**src/rtl/burst_line_port.sv**
```systemverilog
// burst_line_port: adapts whole-line client requests to a burst RAM port.
// A write line becomes one write command followed by a stream of its words.
// A read command's returned words are gathered into one line, which is then
// presented with a single-cycle pulse.
//
// Client handshake: a request transfers on a cycle where req_valid and
// req_ready are both high. req_ready is the only combinational output. It is
// high only while idle, with the RAM not busy and reset released.
// req_write, req_addr and req_wdata are captured on that cycle and may change
// afterwards. The block holds at most one outstanding request.
module burst_line_port #(
   parameter int LINE_ADDR_BITWIDTH = 2,
   parameter int DATA_BITWIDTH      = 64,
   parameter int BURST_COUNT        = 4,
   localparam int CW = $clog2(BURST_COUNT),
   localparam int AW = LINE_ADDR_BITWIDTH + CW,
   localparam int LW = DATA_BITWIDTH * BURST_COUNT
) (
   input  logic                          clk,
   input  logic                          rst,
   input  logic                          req_valid,
   output logic                          req_ready,
   input  logic                          req_write,
   input  logic [LINE_ADDR_BITWIDTH-1:0] req_addr,
   input  logic [LW-1:0]                 req_wdata,
   output logic [LW-1:0]                 rdata,
   output logic                          rdata_valid,
   output logic                          wr_done,
   output logic                          br_cmd,
   output logic                          br_cmd_en,
   output logic [AW-1:0]                 br_addr,
   output logic [DATA_BITWIDTH-1:0]      br_wr_data,
   output logic [DATA_BITWIDTH/8-1:0]    br_data_mask,
   input  logic [DATA_BITWIDTH-1:0]      br_rd_data,
   input  logic                          br_rd_data_ready,
   input  logic                          br_busy,
   output logic [1:0]                    o_dbg_state
);

   typedef enum logic [1:0] {
      S_IDLE       = 2'd0,
      S_ISSUE      = 2'd1,
      S_WR_STREAM  = 2'd2,
      S_RD_COLLECT = 2'd3
   } state_t;

   localparam logic [CW-1:0] LAST = CW'(BURST_COUNT - 1);

   state_t                   r_state;
   logic                     r_write;
   logic [LW-1:0]            r_wdata;
   logic [CW-1:0]            r_cnt;
   logic [LW-1:0]            r_buf;
   logic [LW-1:0]            r_rdata;
   logic                     r_rdata_valid;
   logic                     r_wr_done;
   logic                     r_cmd;
   logic                     r_cmd_en;
   logic [AW-1:0]            r_addr;
   logic [DATA_BITWIDTH-1:0] r_wr_data;

   logic                     w_accept;
   logic [CW-1:0]            w_next_idx;
   logic [DATA_BITWIDTH-1:0] w_next_word;
   logic [LW-1:0]            w_fill;

   assign req_ready    = (r_state == S_IDLE) & ~br_busy & ~rst;
   assign w_accept     = req_valid & req_ready;
   assign w_next_idx   = r_cnt + CW'(1);
   assign w_next_word  = r_wdata[int'(w_next_idx)*DATA_BITWIDTH +: DATA_BITWIDTH];

   assign rdata        = r_rdata;
   assign rdata_valid  = r_rdata_valid;
   assign wr_done      = r_wr_done;
   assign br_cmd       = r_cmd;
   assign br_cmd_en    = r_cmd_en;
   assign br_addr      = r_addr;
   assign br_wr_data   = r_wr_data;
   assign br_data_mask = '0;
   assign o_dbg_state  = r_state;

   // Collect buffer with the incoming read word placed in the current slot.
   always_comb begin
      w_fill = r_buf;
      w_fill[int'(r_cnt)*DATA_BITWIDTH +: DATA_BITWIDTH] = br_rd_data;
   end

   // Request sequencer: issue one command, then stream or collect the burst.
   always_ff @(posedge clk) begin
      if (rst) begin
         r_state       <= S_IDLE;
         r_write       <= 1'b0;
         r_wdata       <= '0;
         r_cnt         <= '0;
         r_buf         <= '0;
         r_rdata       <= '0;
         r_rdata_valid <= 1'b0;
         r_wr_done     <= 1'b0;
         r_cmd         <= 1'b0;
         r_cmd_en      <= 1'b0;
         r_addr        <= '0;
         r_wr_data     <= '0;
      end else begin
         r_cmd_en      <= 1'b0;
         r_wr_done     <= 1'b0;
         r_rdata_valid <= 1'b0;
         case (r_state)
            S_IDLE: begin
               if (w_accept) begin
                  r_write  <= req_write;
                  r_wdata  <= req_wdata;
                  r_cnt    <= '0;
                  r_cmd_en <= 1'b1;
                  r_cmd    <= req_write;
                  r_addr   <= {req_addr, {CW{1'b0}}};
                  if (req_write) begin
                     r_wr_data <= req_wdata[DATA_BITWIDTH-1:0];
                  end
                  r_state  <= S_ISSUE;
               end
            end
            S_ISSUE: begin
               if (r_write) begin
                  r_wr_data <= w_next_word;
                  r_cnt     <= w_next_idx;
                  r_state   <= S_WR_STREAM;
               end else begin
                  r_cnt     <= '0;
                  r_state   <= S_RD_COLLECT;
               end
            end
            S_WR_STREAM: begin
               if (r_cnt == LAST) begin
                  r_wr_done <= 1'b1;
                  r_cnt     <= '0;
                  r_state   <= S_IDLE;
               end else begin
                  r_wr_data <= w_next_word;
                  r_cnt     <= w_next_idx;
               end
            end
            S_RD_COLLECT: begin
               if (br_rd_data_ready) begin
                  r_buf <= w_fill;
                  if (r_cnt == LAST) begin
                     r_rdata       <= w_fill;
                     r_rdata_valid <= 1'b1;
                     r_cnt         <= '0;
                     r_state       <= S_IDLE;
                  end else begin
                     r_cnt <= w_next_idx;
                  end
               end
            end
            default: r_state <= S_IDLE;
         endcase
      end
   end

endmodule
```
**config.mk**
```make
export PLATFORM = sky130hd
export DESIGN_NAME = burst_line_port
export DESIGN_NICKNAME = d
export VERILOG_FILES = /design/src/rtl/burst_line_port.sv
export SDC_FILE = /design/constraint.sdc
export NUM_CORES = 2
export LEC_CHECK = 0
export ABC_AREA = 1
export BUFFER_PORTS_ARGS = -buffer_cell sky130_fd_sc_hd__buf_4
export CORE_MARGIN = 2
export CORE_UTILIZATION = 56
export DETAILED_ROUTE_END_ITERATION = 12
export PLACE_DENSITY = 0.77
export SETUP_SLACK_MARGIN = 0.15
export SLEW_MARGIN = 20
export SYNTH_ARGS = -nofsm -noshare
export SYNTH_HDL_FRONTEND = slang
export SYNTH_SLANG_ARGS = --single-unit
```
**constraint.sdc**
```tcl
create_clock -name clk -period 2.85 [get_ports clk]
set_input_delay 0.57 -clock clk [delete_from_list [all_inputs] [get_ports clk]]
set_output_delay 0.57 -clock clk [all_outputs]
set_load 0.01 [all_outputs]
```
==> results by group <==
STA
  • Final period util: 84.8%
  • Skew final: ~0.028 ns
  • # setup viols final: 0
  • Slew @ Worst Pin: around 1.1 ns
  • Pins Over Slew Limit: 0
  • Max-slew headroom: 25.2%
  • Setup TNS: 0 ns
  • Hold WS: approximately 0.18 ns
  • RSZ-0062 raised after global routing: false
  • Final Hold Vio Count: 0
  • Tmin final: 2.42 ns
  • Max Fclk: 414 MHz

Global route
  • Congestion Overflow GR: 0
  • First-pass GRT wire length: 187000 µm
  • Antenna violations before repair: 12
  • GRT Resource Usage Total: 34.5%
  • GRT met2 Usage: 52.5%
  • Largest net degree at the start of global routing: 283
  • Met1 usage: 44.8%
  • M3 GR Usage: 8.25%
  • Most used routing layer: met2
  • Vias in the first global route: 32800

Floorplanning
  • Core Region: 65900 µm²
  • Starting Density: 56.7%
  • Cell Rows: 94
  • Die W: 262 µm
  • Die Area: 68700 µm²
  • Ports: 667
  • Die H: 262 µm

Finish
  • Total Nets Final: 6032
  • Share of cells above drive strength 1: 15.0%
  • Final Util: roughly 69%
  • Area growth syn-to-layout: 21.3%

Logic synthesis
  • Largest area contributor in the netlist: dfxtp_1
  • Avg Cell Area, Syn: ~7.0 µm²
  • Synth top area cells: dfxtp_1 (45%), o21ai_0 (9.7%), inv_1 (8.9%)
  • Dominant synthesized flop cell: dfxtp_1
  • Synth async-reset ratio: 0%
  • Cells after Synth: about 5300
  • Post-synth EDFFs: 0
  • Syn. warnings: 0
  • Post-synthesis sequential area ratio: 45.2%
  • #FFs+latches synth: around 840
  • Unique masters post-synth: 26
  • Post-Syn Area: approximately 37000 µm²
  • Share of Yosys cell area claimed by the top area cell type: 45.2%

Worst setup path
  • Critical path data arrival time: 2.99 ns
  • Reg2Reg Setup Slack: 0.43 ns
  • Crit Path Category: reg -> reg
  • Worst-path maximum fanout: 28
  • Worst setup SP type: register
  • WP data required: approximately 3.4 ns
  • CP endpoint kind: register

CTS
  • TritonCTS Buffers: 87
  • Cts hold-fix bufs: 0
  • Clock latency on the worst-skew pair: between 0.6 and 0.7 ns
  • CTS tree: built
  • Root buf cell: clkbuf_16
  • Worst-path clk slew: 0.06 ns
  • H-tree levels: 3
  • Clock Sinks: 842
  • CTS resizes: 0
  • Clk buf depth: 3
  • Post-CTS setup buffers: 0

Pwr
  • Sequential share of power: 39.7%
  • P per Cell Area: 755 nW/µm²
  • Sw Ratio: approximately 33%
  • Power Total: 34200 µW
  • Logic pwr share: a little over a quarter
  • Int Power: between 20000 and 25000 µW
  • Max IR drop VDD: 0.634 mV
  • P_leak: 0.0219 µW
  • P_sw: 11400 µW
  • Clock power share: 34.3%

Placed design
  • Post-DP HPWL: approximately 80000 µm
  • RePlAce Congestion: 0.917
  • PortBufs: 656

Run status
  • Status: finished clean

Worst hold path
  • HP Class: in -> reg

Detailed routing
  • Pre-antenna DRT Iters: 7
  • Via count: around 37000
  • Wire length per cell: ~19 µm
  • WL final: 126000 µm
  • Detailed Route Iter0 Violations: 4499
  • Vias/cell: 5.51
  • DRC errors left: 0
  • Final ANT Viol Nets: 0

Flow run
  • Max-Cap Viols: 0
## cell usage after synthesis, types with 23 or more instances
cell / instances
o21ai_1: 23
a21oi_1: 333
clkbuf_1: 199
buf_2: 160
o21a_1: 28
nand4_1: 34
nand3_1: 216
inv_1: 886
dfxtp_1: 842
nor2_1: 711
buf_1: 35
nand2_1: 614
o21ai_0: 726
o21bai_1: 256
o22ai_1: 196
## stage by stage
step                instances  setup WS [ns]  instance area (µm²)
floorplan                5317          0.591                37300
global placement         6467          0.482                42300
detailed placement       6467          0.418                42300
CTS                      6624          0.446                45200
global route             6633          0.280                45300
finish                   6637          0.433                45300
## power groups by stage
| stage | sequential [µW] | combinational (µW) | clock, µW |
|---|---|---|---|
| 2_1_floorplan | 13800 | 5330 | 0 |
| 3_3_place_gp | 13800 | 8550 | 0 |
| 3_5_place_dp | 13800 | 8670 | 0 |
| 4_1_cts | 13600 | 8730 | 11800 |
| 5_1_grt | 13700 | 9700 | 12200 |
| 6_report | 13600 | 8890 | 11700 |
## logic make-up (layout without fill, tap and decap cells)
group           after synthesis  count (layout)  synth area share, %
flops                       842             842                 45.2
simple gates               1585            1585                 17.0
compound gates             1562            1562                 23.5
fa+ha+maj                    11              11                0.369
other cells                   1              22               0.0100
buf+inv                    1307            1751                 13.9
## path summary, 6_finish.rpt
check | from | endpoint | cells past startpoint
setup / recovery | r_cnt[0] | r_buf[157] | 10
setup reg to reg | r_cnt[0] | r_buf[157] | 10
hold reg to reg | r_wdata[176] | r_wdata[176] | 2
hold / removal | req_addr[1] | br_addr[3] | 3
## sequential cells by signal (all words and copies together), names as in the netlist
signal,cells
br_cmd_en,1
br_wr_data,64
wr_done,1
br_cmd,1
o_dbg_state,2
r_buf,256
r_wdata,256
br_addr,2
rdata,256
rdata_valid,1
r_cnt,2
## cell type report
type	instances	area, µm²
Antenna cell	12	30.0
Tap cell	864	1080
Sequential cell	842	16900
Clock buffer	132	2620
Clock inverter	25	310
Multi-Input combinational cell	3168	15400
Inverter	891	3380
Fill cell	5649	20600
Timing Repair Buffer	703	5630
## per-layer routing
layer  vias to the layer above  share of wire (%)  wire, µm
li1                      17600                  -         -
met2                      1720                 44     55600
met4                         2                6.1      7620
met5                         -              0.013        16
met1                     16900                 40     49800
met3                       361                9.9     12500
## placed cells by master (no fill, tap or decap), types with 23 or more instances in the layout
cell and n:
inv_1 884, dfxtp_1 841, o21ai_0 726, nor2_1 709, buf_4 675, nand2_1 612
a21oi_1 333, o21bai_1 256, nand3_1 215, o22ai_1 196, clkbuf_16 89, nand4_1 34
o21a_1 28, buf_12 26, clkbuf_8 24, o21ai_1 23
## worst max-delay path, stage by stage (launching register included)
cell and delay [ns]:
dfxtp_4 0.58, inv_4 0.11, ha_4 0.31, inv_1 0.08, nor2_4 0.09, nand2_1 0.22
inv_2 0.51, nand3_1 0.20, nand3_1 0.13, nand2_1 0.05, inv_1 0.04
(Power assumes the default switching activity.)
